## src/rtl/seq_divider.sv

```systemverilog
// seq_divider: multi-cycle restoring divider (one quotient bit per cycle).
// Latency from the accepted start edge to done is WIDTH+3 cycles, or 1 cycle
// for a zero divisor. Define SEQ_DIVIDER_SIGNED_EN for two's-complement
// operands (truncating quotient, remainder signed like the dividend);
// otherwise operands are unsigned and INIT/FIX are pass-through cycles.
module seq_divider #(
  parameter int unsigned WIDTH = 32
) (
  input  logic             clock,
  input  logic             reset,
  input  logic             start,
  input  logic [WIDTH-1:0] dividend,
  input  logic [WIDTH-1:0] divisor,
  output logic             busy,
  output logic             done,
  output logic [WIDTH-1:0] div_lo,
  output logic [WIDTH-1:0] div_hi,
  output logic             divby0flag
);

  localparam int unsigned CNT_W = WIDTH;

  typedef enum logic [2:0] {
    IDLE = 3'd0,
    INIT = 3'd1,
    RUN  = 3'd2,
    FIX  = 3'd3,
    DONE = 3'd4
  } state_e;

  state_e             state_q, state_d;
  logic [CNT_W-1:0]   cnt_q,   cnt_d;
  logic [WIDTH-1:0]   dvd_q,   dvd_d;
  logic [WIDTH-1:0]   dvs_q,   dvs_d;
  logic [WIDTH-1:0]   rem_q,   rem_d;
  logic [WIDTH-1:0]   quo_q,   quo_d;
  logic [WIDTH-1:0]   lo_q,    lo_d;
  logic [WIDTH-1:0]   hi_q,    hi_d;
  logic               flag_q,  flag_d;
  logic               busy_q,  busy_d;
  logic               done_q,  done_d;
`ifdef SEQ_DIVIDER_SIGNED_EN
  logic               neg_quo_q, neg_quo_d;
  logic               neg_rem_q, neg_rem_d;
`endif

  // One restoring step: shift in the next dividend bit, trial-subtract divisor.
  logic [WIDTH:0]     shifted_c;
  logic [WIDTH:0]     diff_c;
  assign shifted_c = {rem_q, quo_q[WIDTH-1]};
  assign diff_c    = shifted_c - {1'b0, dvs_q};

  assign busy       = busy_q;
  assign done       = done_q;
  assign div_lo     = lo_q;
  assign div_hi     = hi_q;
  assign divby0flag = flag_q;

  // State and datapath registers; reset overrides everything, including start.
  always_ff @(posedge clock) begin
    if (reset) begin
      state_q   <= IDLE;
      cnt_q     <= '0;
      dvd_q     <= '0;
      dvs_q     <= '0;
      rem_q     <= '0;
      quo_q     <= '0;
      lo_q      <= '0;
      hi_q      <= '0;
      flag_q    <= 1'b0;
      busy_q    <= 1'b0;
      done_q    <= 1'b0;
`ifdef SEQ_DIVIDER_SIGNED_EN
      neg_quo_q <= 1'b0;
      neg_rem_q <= 1'b0;
`endif
    end else begin
      state_q   <= state_d;
      cnt_q     <= cnt_d;
      dvd_q     <= dvd_d;
      dvs_q     <= dvs_d;
      rem_q     <= rem_d;
      quo_q     <= quo_d;
      lo_q      <= lo_d;
      hi_q      <= hi_d;
      flag_q    <= flag_d;
      busy_q    <= busy_d;
      done_q    <= done_d;
`ifdef SEQ_DIVIDER_SIGNED_EN
      neg_quo_q <= neg_quo_d;
      neg_rem_q <= neg_rem_d;
`endif
    end
  end

  // Next-state, datapath and registered-output decode.
  always_comb begin
    state_d   = state_q;
    cnt_d     = cnt_q;
    dvd_d     = dvd_q;
    dvs_d     = dvs_q;
    rem_d     = rem_q;
    quo_d     = quo_q;
    lo_d      = lo_q;
    hi_d      = hi_q;
    flag_d    = flag_q;
`ifdef SEQ_DIVIDER_SIGNED_EN
    neg_quo_d = neg_quo_q;
    neg_rem_d = neg_rem_q;
`endif

    case (state_q)
      IDLE: begin
        if (start) begin
          dvd_d = dividend;
          dvs_d = divisor;
          if (divisor == '0) begin
            // Zero divisor: report immediately, keep the previous result.
            flag_d  = 1'b1;
            state_d = DONE;
          end else begin
            flag_d  = 1'b0;
            state_d = INIT;
          end
        end
      end

      INIT: begin
        rem_d = '0;
        cnt_d = '0;
`ifdef SEQ_DIVIDER_SIGNED_EN
        neg_quo_d = dvd_q[WIDTH-1] ^ dvs_q[WIDTH-1];
        neg_rem_d = dvd_q[WIDTH-1];
        quo_d     = dvd_q[WIDTH-1] ? (~dvd_q + WIDTH'(1)) : dvd_q;
        dvs_d     = dvs_q[WIDTH-1] ? (~dvs_q + WIDTH'(1)) : dvs_q;
`else
        quo_d     = dvd_q;
`endif
        state_d = RUN;
      end

      RUN: begin
        if (!diff_c[WIDTH]) begin
          rem_d = diff_c[WIDTH-1:0];
          quo_d = {quo_q[WIDTH-2:0], 1'b1};
        end else begin
          rem_d = shifted_c[WIDTH-1:0];
          quo_d = {quo_q[WIDTH-2:0], 1'b0};
        end
        cnt_d = cnt_q + CNT_W'(1);
        if (cnt_q == CNT_W'(WIDTH - 1)) begin
          state_d = FIX;
        end
      end

      FIX: begin
`ifdef SEQ_DIVIDER_SIGNED_EN
        lo_d = neg_quo_q ? (~quo_q + WIDTH'(1)) : quo_q;
        hi_d = neg_rem_q ? (~rem_q + WIDTH'(1)) : rem_q;
`else
        lo_d = quo_q;
        hi_d = rem_q;
`endif
        state_d = DONE;
      end

      DONE: begin
        state_d = IDLE;
      end

      default: begin
        state_d = IDLE;
      end
    endcase

    busy_d = (state_d != IDLE);
    done_d = (state_d == DONE);
  end

endmodule
```

## config.mk

```make
export PLATFORM = sky130hd
export DESIGN_NAME = seq_divider
export DESIGN_NICKNAME = d
export VERILOG_FILES = /design/src/rtl/seq_divider.sv
export SDC_FILE = /design/constraint.sdc
export NUM_CORES = 1
export LEC_CHECK = 0
export ABC_AREA = 1
export CORE_MARGIN = 4
export CORE_UTILIZATION = 57
export DETAILED_ROUTE_END_ITERATION = 12
export GPL_TIMING_DRIVEN = 0
export PLACE_DENSITY = 0.87
export SLEW_MARGIN = 20
export SYNTH_ARGS = -nofsm -noshare
export SYNTH_HDL_FRONTEND = slang
export SYNTH_SLANG_ARGS = --single-unit
```

## constraint.sdc

```tcl
create_clock -name clock -period 2.6 [get_ports clock]
set_input_delay 0.26 -clock clock [delete_from_list [all_inputs] [get_ports clock]]
set_output_delay 0.26 -clock clock [all_outputs]
set_load 0.01 [all_outputs]
```

==> results of run 1 <==
## sequential cells by signal, indices dropped and copies added (netlist names), 3 cells and up
register	flops
div_lo	32
quo_q	32
dvs_q	32
cnt_q	32
rem_q	32
div_hi	32
state_q	3
dvd_q	32
## final timing paths
path	end	slack [ns]	cells past startpoint
setup / recovery	rem_q[16]	0.10	17
hold / removal	dvd_q[13]	0.36	3
setup reg to reg	rem_q[16]	0.10	17
hold reg to reg	dvd_q[23]	0.46	2
## area by class of cell
type	instances	share of cell area [%]
Sequential cell	230	32.0
Buffer	78	2.40
Multi-Input combinational cell	1178	40.9
Clock inverter	14	1.49
Timing Repair Buffer	138	9.59
Clock buffer	28	4.20
Inverter	273	7.13
Tap cell	270	2.35
## stage by stage
step                cells  worst slack [ns]  total power, mW  area (um2)  utilization, %
floorplan            1759             0.404             4.60       11800               -
detailed placement   2162            -0.119             5.07       13500            66.5
global placement     2162           -0.0717             5.03       13500            66.5
CTS                  2204            0.0456             8.64       14300            70.6
global route         2209           -0.0305             8.99       14400            70.9
finish               2209             0.103             8.68       14400            70.9
## synthesized netlist by cell type, types with 4 or more instances
cell / count / area (um2)
nand4_1: 22 / 138
a21oi_1: 148 / 741
inv_2: 8 / 30.0
ha_1: 33 / 413
dfxtp_1: 230 / 4600
a21oi_2: 12 / 105
a211oi_1: 8 / 60.1
nand2_2: 21 / 131
nor3_1: 20 / 100
nand3b_1: 5 / 37.5
buf_1: 5 / 18.8
inv_1: 263 / 987
o21ai_0: 139 / 696
o22ai_1: 4 / 25.0
and2_1: 4 / 25.0
a221oi_1: 34 / 298
clkbuf_1: 62 / 233
nand3_2: 10 / 100
xor2_1: 11 / 96.3
nand2_1: 405 / 1520
xnor2_1: 6 / 52.6
nand3_1: 61 / 305
nor2_1: 201 / 754
nor4_1: 12 / 75.1
buf_2: 5 / 25.0
## cell usage in the layout (no fill, tap or decap), types with 4 or more instances in the layout
master | synthesis | final
bufinv_16 | 0 | 5
nand2_2 | 21 | 22
and2_1 | 4 | 4
a21oi_1 | 148 | 147
xor2_1 | 11 | 11
xnor2_1 | 6 | 6
buf_1 | 5 | 5
nor4_1 | 12 | 12
inv_2 | 8 | 10
buf_4 | 3 | 8
o22ai_1 | 4 | 4
a221oi_1 | 34 | 34
o21ai_0 | 139 | 139
clkbuf_16 | 0 | 23
clkbuf_1 | 62 | 66
a211oi_1 | 8 | 8
inv_1 | 263 | 261
ha_1 | 33 | 32
nand3_2 | 10 | 11
nor2_1 | 201 | 201
nand4_1 | 22 | 22
nor3_1 | 20 | 20
a21oi_2 | 12 | 13
clkdlybuf4s50_1 | 0 | 133
clkinv_2 | 2 | 8
dfxtp_1 | 230 | 230
nand2_1 | 405 | 404
nand3b_1 | 5 | 5
nand3_1 | 61 | 60
## logic make-up after synthesis
kind of cell,share of synthesized area (%)
simple gates,27.6
compound gates,17.0
buf+inv,11.5
flops,38.9
fa+ha+maj,3.66
xor+xnor,1.26
## power by group through the flow
stage / sequential [mW] / combinational (mW) / clock, mW
detailed placement: 3.80 / 1.26 / 0
CTS: 3.73 / 1.28 / 3.64
finish: 3.73 / 1.32 / 3.63
global route: 3.74 / 1.47 / 3.78
floorplan: 3.80 / 0.801 / 0
global placement: 3.80 / 1.24 / 0
## per-layer routing
metal,vias to the layer above,track usage [%],wire length [um]
met5,-,0,0
met4,0,13.3,1560
met3,100,5.18,3070
met2,530,47.6,16100
met1,5642,39.0,15400
li1,5978,-,-
## worst min-delay path, stage by stage
cell	delay, ns
clkdlybuf4s50_1	0.39
o21ai_0	0.16
a21oi_1	0.04
## repair_timing
action / 4_1_cts / 5_1_grt
endpoints found under the setup margin: 28 / 32
setup buffers: 0 / 5
pin swaps: 0 / 4
resized for setup: 5 / 7
hold endpoints to repair: 0 / 0
==> summary.md, run 1 <==
| Metric | Value |
|---|---|
| Fillers | 1698 |
| CTS Hold Buffers Added | 0 |
| H-tree Lvls | 1 |
| Sw Pwr | between 2 and 2.5 mW |
| Via density | 5.55 |
| Clock share of power | between 40% and 50% |
| Largest delay share family, worst path | simple AND/OR/NAND/NOR gates |
| First-pass GRT wire length | 56800 um |
| Clk Latency, worst-skew pair | 0.53 ns |
| CP max stage cell | fa_2 |
| Crit path required time | a little under 3 ns |
| Worst rel slew slack | between 40% and 50% |
| Area Growth Syn to Fin | 21.8% |
| Starting Density | a little under 60% |
| Final setup violation count | 0 |
| CTS tree | done |
| Reg power frac | approximately 43% |
| Ys async rst share | 0% |
| FF/Latch Area | 4600 um2 |
| Final Critical Period | 2.50 ns |
| Total CTS buffers | 23 |
| Worst hold slack | approximately 0.36 ns |
| Kind of critical path | flip-flop to flip-flop |
| Syn nets | around 1900 |
| Clk sinks | between 200 and 250 |
| Post-synthesis cell type count | 44 |
| Critical path's largest stage delay | approximately 0.4 ns |
| Pwr Density | roughly 600 nW/um2 |
| Worst-path fanout max | 10 |
| Die Ht | 152 um |
| Switching part of the total power | between 20% and 30% |
| GR Util All Layers | between 20 and 30% |
| Buffers on Ports | between 100 and 150 |
| Maximum clock rate | approximately 400 MHz |
| Final wirelength | approximately 36000 um |
| Mapped Cells | between 1500 and 2000 |
| Initial DRC count | about 1100 |
| Layout cells sized above 1 | under 10% |
| Initial antenna violation count | 0 |
| Antenna cells | 0 |
| Slew Limit Fails | 0 |
| Final period util | a little over nine tenths |
| DRT antenna net count | 0 |
| LEAKAGE | 6.21 nW |
| Largest net degree at the start of global routing | 16 |
| Setup crit start | quo_q[31] |
| Maxcap violations | 0 |
| CP cell instances | inv_2 -> ha_4 -> inv_2 -> fa_2 -> nand2_1 -> nand2_2 -> nand3_2 -> nand2_2 -> nand2_1 -> nand2_2 -> nand2_2 -> nand3_1 -> nand2_2 -> buf_4 -> nand2_1 -> nand3_1 -> a21oi_1 |
| CP startpoint kind | flip-flop |
| Remaining global-route overflow | 0 |
| Drt pass-1 iters | 6 |
| IO Count | approximately 130 |
| Clock Tree Buf Depth | 3 |
| DRC viols | 0 |
| DIE AREA | 23100 um2 |
| Area of the multi-input gates | 5880 um2 |
| Syn_area_per_cell | about 6.7 um2 |
| Dpl hpwl | 27200 um |
| Setup crit end kind | flip-flop |
| Std-Cell Rows | 52 |
| Die X | about 150 um |
| Worst clock skew | between 0.01 and 0.015 ns |
| P_int | about 6.3 mW |
| Mapped cell area | ~12000 um2 |
| Reg2reg start | quo_q[31] |
| Worst-Margin Slew | ~0.78 ns |
| Seq cells post-synth | 230 |
| Combinational share of power | 15.2% |
| VDD IR max | around 0.48 mV |
| Register area share after synthesis | between 30 and 40% |
| Buf+Inv Stages, Crit Path | 3 |
| Final hold violations | 0 |
| Status | complete, no violations |
| Hold Path Class | input port to flip-flop |
| # nets final | between 2000 and 2500 |
| Most used cell, CP | nand2_2 |
| Main synth FF type | dfxtp_1 |
| Clk slew on worst S/H paths | 0.07 ns |
| Final Wtd Congestion | 1.01 |
| Vias | ~12000 |
| WL/cell | ~16 um |
| Vias in the first global route | ~11000 |
| Setup TNS | 0 ns |
| WP data arrival | roughly 2.9 ns |
| HP Start | dividend[13] |
| Post-synth EDFFs | 0 |
| Synth warn | 0 |
| Core area | approximately 20000 um2 |
| Root Buffer | clkbuf_16 |
(Power assumes the default switching activity.)
==> inputs of run 2 (changes only) <==
Settings changed: PLACE_DENSITY 0.87 to 0.8.
==> run 2 against run 1 <==
  * Combinational power barely moved
  * Wire length rose by 0.50%
  * Die area did not move
  * Register-to-register slack got worse by 0.04 ns
  * First-iteration DRC count rose by 3.8%
  * Sequential cell count did not move
  * Hold slack improved by 0.0085 ns
  * Final cell count barely moved
  * Non-clock buffer count fell by 1
  * Setup slack got worse by 0.038 ns
  * Critical path depth did not move
  * Largest cell class unchanged
  * Highest routed layer unchanged
==> summary.md, run 2 (synthesis gave the netlist of run 1 again) <==
| Metric | Value |
|---|---|
| Maximum clock rate | 395 MHz (was 401 MHz) |
| Kind of critical path | flip-flop to flip-flop (unchanged) |
| Drt pass-1 iters | 6 (unchanged) |
| Final Wtd Congestion | 0.976 (was 1.01) |
| DRC viols | 0 (unchanged) |
| Dpl hpwl | 27200 um (about the same) |
| Fillers | 1767 (was 1698) |
| Remaining global-route overflow | 0 (unchanged) |
| Final hold violations | 0 (unchanged) |
| Root Buffer | clkbuf_16 (unchanged) |
| Worst-Margin Slew | 0.759 ns (was 0.780 ns) |
| P_int | 6.25 mW (was 6.30 mW) |
| Final non-filler cell total | 2210 (was 2209) |
| Commonest cells after routing, fill and taps aside | nand2_1, inv_1, dfxtp_1, nor2_1, a21oi_1 (unchanged) |
| GR Util All Layers | 29.4% (was 29.5%) |
| Slew Limit Fails | 0 (unchanged) |
| Die X | 152 um (unchanged) |
| Worst hold slack | 0.373 ns (was 0.364 ns) |
| Commonest non-fill, non-tap cell in the layout | nand2_1 (unchanged) |
| Crit path required time | 2.99 ns (was 2.98 ns) |
| Vias | 12100 (was 12300) |
| Worst-path fanout max | 10 (unchanged) |
| CP max stage cell | fa_2 (unchanged) |
| VDD IR max | 0.630 mV (was 0.481 mV) |
| Worst rel slew slack | 49.4% (was 48.0%) |
| Hold Path Class | input port to flip-flop (unchanged) |
| Starting Density | 58.2% (unchanged) |
| Total CTS buffers | 24 (was 23) |
| Post-Place Cells | 2162 (unchanged) |
| WL/cell | 16.4 um (about the same) |
| Area Growth Syn to Fin | 21.9% (was 21.8%) |
| Maxcap violations | 0 (unchanged) |
| Clk sinks | 230 (unchanged) |
| Final Critical Period | 2.53 ns (was 2.50 ns) |
| Critical path's largest stage delay | 0.42 ns (was 0.40 ns) |
| Clk slew on worst S/H paths | 0.06 ns (was 0.07 ns) |
| Initial DRC count | 1116 (was 1075) |
| WP data arrival | 2.92 ns (was 2.88 ns) |
| Vias in the first global route | 10900 (was 11500) |
| Final period util | 97.5% (was 96.0%) |
| Sw Pwr | 2.39 mW (was 2.38 mW) |
| Status | complete, no violations (unchanged) |
| CP startpoint kind | flip-flop (unchanged) |
| Final setup violation count | 0 (unchanged) |
| Via density | 5.46 (was 5.55) |
| DRT antenna net count | 0 (unchanged) |
| Clock Tree Buf Depth | 3 (unchanged) |
| Die Ht | 152 um (unchanged) |
| LEAKAGE | 6.22 nW (was 6.21 nW) |
| H-tree Lvls | 1 (unchanged) |
| DIE AREA | 23100 um2 (unchanged) |
| Initial antenna violation count | 0 (unchanged) |
| Clk Latency, worst-skew pair | 0.52 ns (was 0.53 ns) |
| Reg power frac | 43.2% (was 43.0%) |
| Final wirelength | 36300 um (was 36100 um) |
| CP cell instances | inv_2 -> ha_1 -> inv_1 -> fa_2 -> nand2_1 -> nand2_2 -> nand3_2 -> nand2_4 -> nand2_2 -> nand2_2 -> nand2_2 -> nand3_1 -> nand2_4 -> buf_6 -> nand3_1 -> nand2_1 -> a21oi_1 (was inv_2 -> ha_4 -> inv_2 -> fa_2 -> nand2_1 -> nand2_2 -> nand3_2 -> nand2_2 -> nand2_1 -> nand2_2 -> nand2_2 -> nand3_1 -> nand2_2 -> buf_4 -> nand2_1 -> nand3_1 -> a21oi_1) |
| Core area | 20300 um2 (unchanged) |
| Largest net degree at the start of global routing | 15 (was 16) |
| Antenna cells | 0 (unchanged) |
| Switching part of the total power | 27.6% (was 27.5%) |
| IO Count | 134 (unchanged) |
| Combinational share of power | 15.3% (was 15.2%) |
| Clock share of power | 41.5% (was 41.8%) |
| Buffers on Ports | 133 (unchanged) |
| # nets final | 2023 (unchanged) |
| Most used cell, CP | nand2_2 (unchanged) |
| Std-Cell Rows | 52 (unchanged) |
| CTS tree | done (unchanged) |
| Setup crit end kind | flip-flop (unchanged) |
| Pwr Density | 600 nW/um2 (was 603 nW/um2) |
| Worst clock skew | 0.0117 ns (was 0.0123 ns) |
| Layout cells sized above 1 | 6.34% (was 6.19%) |
| First-pass GRT wire length | 56600 um (was 56800 um) |
run 2: power groups by stage:
stage / clock network [mW] / registers, mW / logic (mW)
finish: 3.59 / 3.73 / 1.32
detailed placement: 0 / 3.80 / 1.27
global placement: 0 / 3.80 / 1.25
CTS: 3.60 / 3.73 / 1.28
floorplan: 0 / 3.80 / 0.801
global route: 3.77 / 3.74 / 1.46
run 2: layout make-up:
class	instances	area, um2	share of cell area [%]
multi-input combinational	1178	5890	40.9
timing repair buffer	137	1360	9.43
inverter	273	1030	7.13
clock buffer	35	723	5.02
clock inverter	9	105	0.729
buffer	78	357	2.48
sequential	230	4600	32.0
tap	270	338	2.34
run 2: worst max-delay path, delay by kind of cell (launching register included):
| kind | cells | cell delay [ns] |
|---|---|---|
| AO/OA/AOI/OAI | 1 | 0.05 |
| adder cells (fa/ha/maj) | 2 | 0.58 |
| flip-flops | 1 | 0.33 |
| AND/OR/NAND/NOR | 11 | 1.09 |
| buffers and inverters | 3 | 0.34 |
run 2: metrics by stage:
step           setup WS (ns)  cell area, um2  total power [mW]  setup TNS [ns]  utilization (%)
2_1_floorplan          0.404           11800              4.60               0                -
3_3_place_gp          -0.155           13500              5.05          -0.937             66.5
3_5_place_dp          -0.185           13500              5.07           -1.68             66.5
4_1_cts              0.00166           14300              8.61               0             70.6
5_1_grt              -0.0263           14400              8.96         -0.0587             71.0
6_report              0.0654           14400              8.64               0             71.0
run 2: routing by layer:
layer  routed length [um]  share of wire (%)  vias to the layer above  track usage (%)
li1                     -                  -                     5975                -
met1                16000                 44                     5530             41.6
met2                16300                 45                      509             46.7
met3                 3230                8.9                       53             5.06
met4                  803                2.2                        0             7.75
met5                    0                  0                        -                0
run 2: final timing paths:
| check | start | end | slack, ns | cells after the start |
|---|---|---|---|---|
| max | quo_q[31] | rem_q[28] | 0.07 | 17 |
| min | dividend[13] | dvd_q[13] | 0.37 | 3 |
| max reg2reg | quo_q[31] | rem_q[28] | 0.07 | 17 |
| min reg2reg | dvd_q[6] | dvd_q[6] | 0.45 | 2 |
run 2: timing repair:
action,in CTS,in global routing
setup endpoints to repair,28,32
hold endpoints to repair,0,0
resized for setup,6,12
hold buffers,0,0
pin swaps,0,3
cloned,0,1
buffers inserted,0,3
==> inputs of run 3 (changes only) <==
Settings changed: PLACE_DENSITY 0.8 to default, PLACE_DENSITY_LB_ADDON from default to 0.12.
==> run 3 against run 2 <==
  * Non-clock buffer count down 1
  * Via count down 0.88%
  * Setup slack better by 0.081 ns
  * Sequential share of layout area about the same
  * Global-route usage up 0.64 points
  * Power down 0.80%
  * Hold slack worse by 0.014 ns
  * Clock power down 2%
  * Combinational power about the same
  * Clock skew up 0.0056 ns
  * Largest cell class unchanged
  * Critical path depth up 2
==> summary.md, run 3 (synthesis gave the netlist of run 1 again) <==
| Metric | Value |
|---|---|
| Power after layout | 8.57 mW (was 8.64 mW) |
| Antenna cells | 0 (unchanged) |
| WP data arrival | 2.90 ns (was 2.92 ns) |
| H-tree Lvls | 1 (unchanged) |
| Clock share of power | 41.0% (was 41.5%) |
| Fin worst setup slack | 0.147 ns (was 0.0654 ns) |
| Remaining global-route overflow | 0 (unchanged) |
| Slew Limit Fails | 0 (unchanged) |
| Worst-path fanout max | 10 (unchanged) |
| GR peak layer | met2 (unchanged) |
| Worst clock skew | 0.0173 ns (was 0.0117 ns) |
| Layout cells sized above 1 | 6.70% (was 6.34%) |
| P_int | 6.20 mW (was 6.25 mW) |
| Maximum clock rate | 408 MHz (was 395 MHz) |
| DIE AREA | 23100 um2 (unchanged) |
| Buffers on Ports | 133 (unchanged) |
| Clk slew on worst S/H paths | 0.06 ns (about the same) |
| GR Util All Layers | 30.0% (was 29.4%) |
| DRT antenna net count | 0 (unchanged) |
| Combinational share of power | 15.5% (was 15.3%) |
| Vias | 12000 (was 12100) |
| LEAKAGE | 6.22 nW (about the same) |
| DRC viols | 0 (unchanged) |
| Final Wtd Congestion | 0.983 (was 0.976) |
| # nets final | 2023 (unchanged) |
| RSZ-0062 raised after global routing | yes |
| GR met1 Demand/Resource | 42.0% (was 41.6%) |
| Status | complete, no violations (unchanged) |
| Worst rel slew slack | 46.4% (was 49.4%) |
| Vias in the first global route | 11400 (was 10900) |
| Dpl hpwl | 27500 um (was 27200 um) |
| CP startpoint kind | flip-flop (unchanged) |
| VDD IR max | 0.538 mV (was 0.630 mV) |
| DP Worst Slack | -0.124 ns (was -0.185 ns) |
| Clock Tree Buf Depth | 3 (unchanged) |
| GR Util met3 | 5.94% (was 5.06%) |
| Final period util | 94.4% (was 97.5%) |
| Root Buffer | clkbuf_16 (unchanged) |
| First-pass GRT wire length | 57700 um (was 56600 um) |
| Final Critical Period | 2.45 ns (was 2.53 ns) |
| Pwr Density | 594 nW/um2 (was 600 nW/um2) |
| Starting Density | 58.2% (unchanged) |
| Final wirelength | 35800 um (was 36300 um) |
| Die X | 152 um (unchanged) |
| Commonest non-fill, non-tap cell in the layout | nand2_1 (unchanged) |
| Setup crit end kind | flip-flop (unchanged) |
| Largest net degree at the start of global routing | 14 (was 15) |
| IO Count | 134 (unchanged) |
| CTS tree | done (unchanged) |
| WL/cell | 16.2 um (was 16.4 um) |
| Sw Pwr | 2.37 mW (was 2.39 mW) |
| Worst-Margin Slew | 0.804 ns (was 0.759 ns) |
| CTS Hold Buffers Added | 0 (unchanged) |
| Via density | 5.41 (was 5.46) |
| Area Growth Syn to Fin | 22.0% (was 21.9%) |
| Hold Path Class | input port to flip-flop (unchanged) |
| Crit path required time | 3.05 ns (was 2.99 ns) |
| Core area | 20300 um2 (unchanged) |
| Final setup violation count | 0 (unchanged) |
| Met2 Use GR | 46.9% (was 46.7%) |
| Maxcap violations | 0 (unchanged) |
| Final core occ | 71.1% (was 71.0%) |
| Initial antenna violation count | 0 (unchanged) |
| Drt pass-1 iters | 7 (was 6) |
| Die Ht | 152 um (unchanged) |
| Commonest cells after routing, fill and taps aside | nand2_1, inv_1, dfxtp_1, nor2_1, a21oi_1 (unchanged) |
| Std-Cell Rows | 52 (unchanged) |
| Initial DRC count | 974 (was 1116) |
| Final hold violations | 0 (unchanged) |
| Reg power frac | 43.5% (was 43.2%) |
| Clk sinks | 230 (unchanged) |
| Total CTS buffers | 25 (was 24) |
| Switching part of the total power | 27.6% (about the same) |
| Kind of critical path | flip-flop to flip-flop (unchanged) |
| Clk Latency, worst-skew pair | 0.53 ns (was 0.52 ns) |
run 3: through the flow:
| step | instance area [um2] | instances | setup TNS (ns) | hold WS (ns) |
|---|---|---|---|---|
| final | 14400 | 2209 | 0 | 0.359 |
| after floorplan | 11800 | 1759 | 0 | 0.427 |
| after CTS | 14300 | 2206 | 0 | 0.344 |
| after global placement | 13500 | 2162 | -1.56 | 0.440 |
| after global routing | 14400 | 2209 | -0.0443 | 0.369 |
| after detailed placement | 13500 | 2162 | -2.28 | 0.443 |
run 3: power groups by stage:
| stage | Sequential (mW) | Clock (mW) | Combinational (mW) |
|---|---|---|---|
| after floorplan | 3.80 | 0 | 0.801 |
| after global placement | 3.80 | 0 | 1.25 |
| after detailed placement | 3.80 | 0 | 1.27 |
| after CTS | 3.73 | 3.57 | 1.28 |
| after global routing | 3.74 | 3.71 | 1.47 |
| final | 3.73 | 3.52 | 1.32 |
run 3: worst max-delay path, cell delays in order, from the launching register on:
cell,delay [ns]
dfxtp_2,0.33
inv_2,0.09
ha_4,0.14
inv_1,0.06
fa_2,0.41
nand2_1,0.09
nand2_2,0.08
nand3_2,0.10
nand2_4,0.08
nand2_2,0.07
nand2_2,0.07
nand2_4,0.08
nand2_1,0.07
nand2_1,0.06
nand2_1,0.07
buf_6,0.15
buf_12,0.16
nand2_2,0.06
nand3_2,0.06
a21oi_2,0.15
run 3: routing by layer:
metal | routed length, um | up-vias
met2 | 15800 | 449
met1 | 16000 | 5472
met5 | 0 | -
met3 | 3030 | 74
li1 | - | 5966
met4 | 1070 | 0
run 3: final timing paths:
kind,cells past startpoint,slack [ns],startpoint,to
max,19,0.15,quo_q[31],rem_q[5]
min,3,0.36,dividend[13],dvd_q[13]
max reg2reg,19,0.15,quo_q[31],rem_q[5]
min reg2reg,2,0.45,dvd_q[12],dvd_q[12]
run 3: area by class of cell:
class	count	area, um2
Clock inverter	10	109
Sequential cell	230	4610
Fill cell	1795	5870
Tap cell	270	338
Clock buffer	34	699
Timing Repair Buffer	136	1370
Multi-Input combinational cell	1178	5930
Inverter	273	1030
Buffer	78	354
run 3: repair_timing:
item | in CTS | in global routing
pin swaps | 0 | 3
buffers inserted | 0 | 3
resized for setup | 7 | 21
endpoints found under the setup margin | 30 | 32
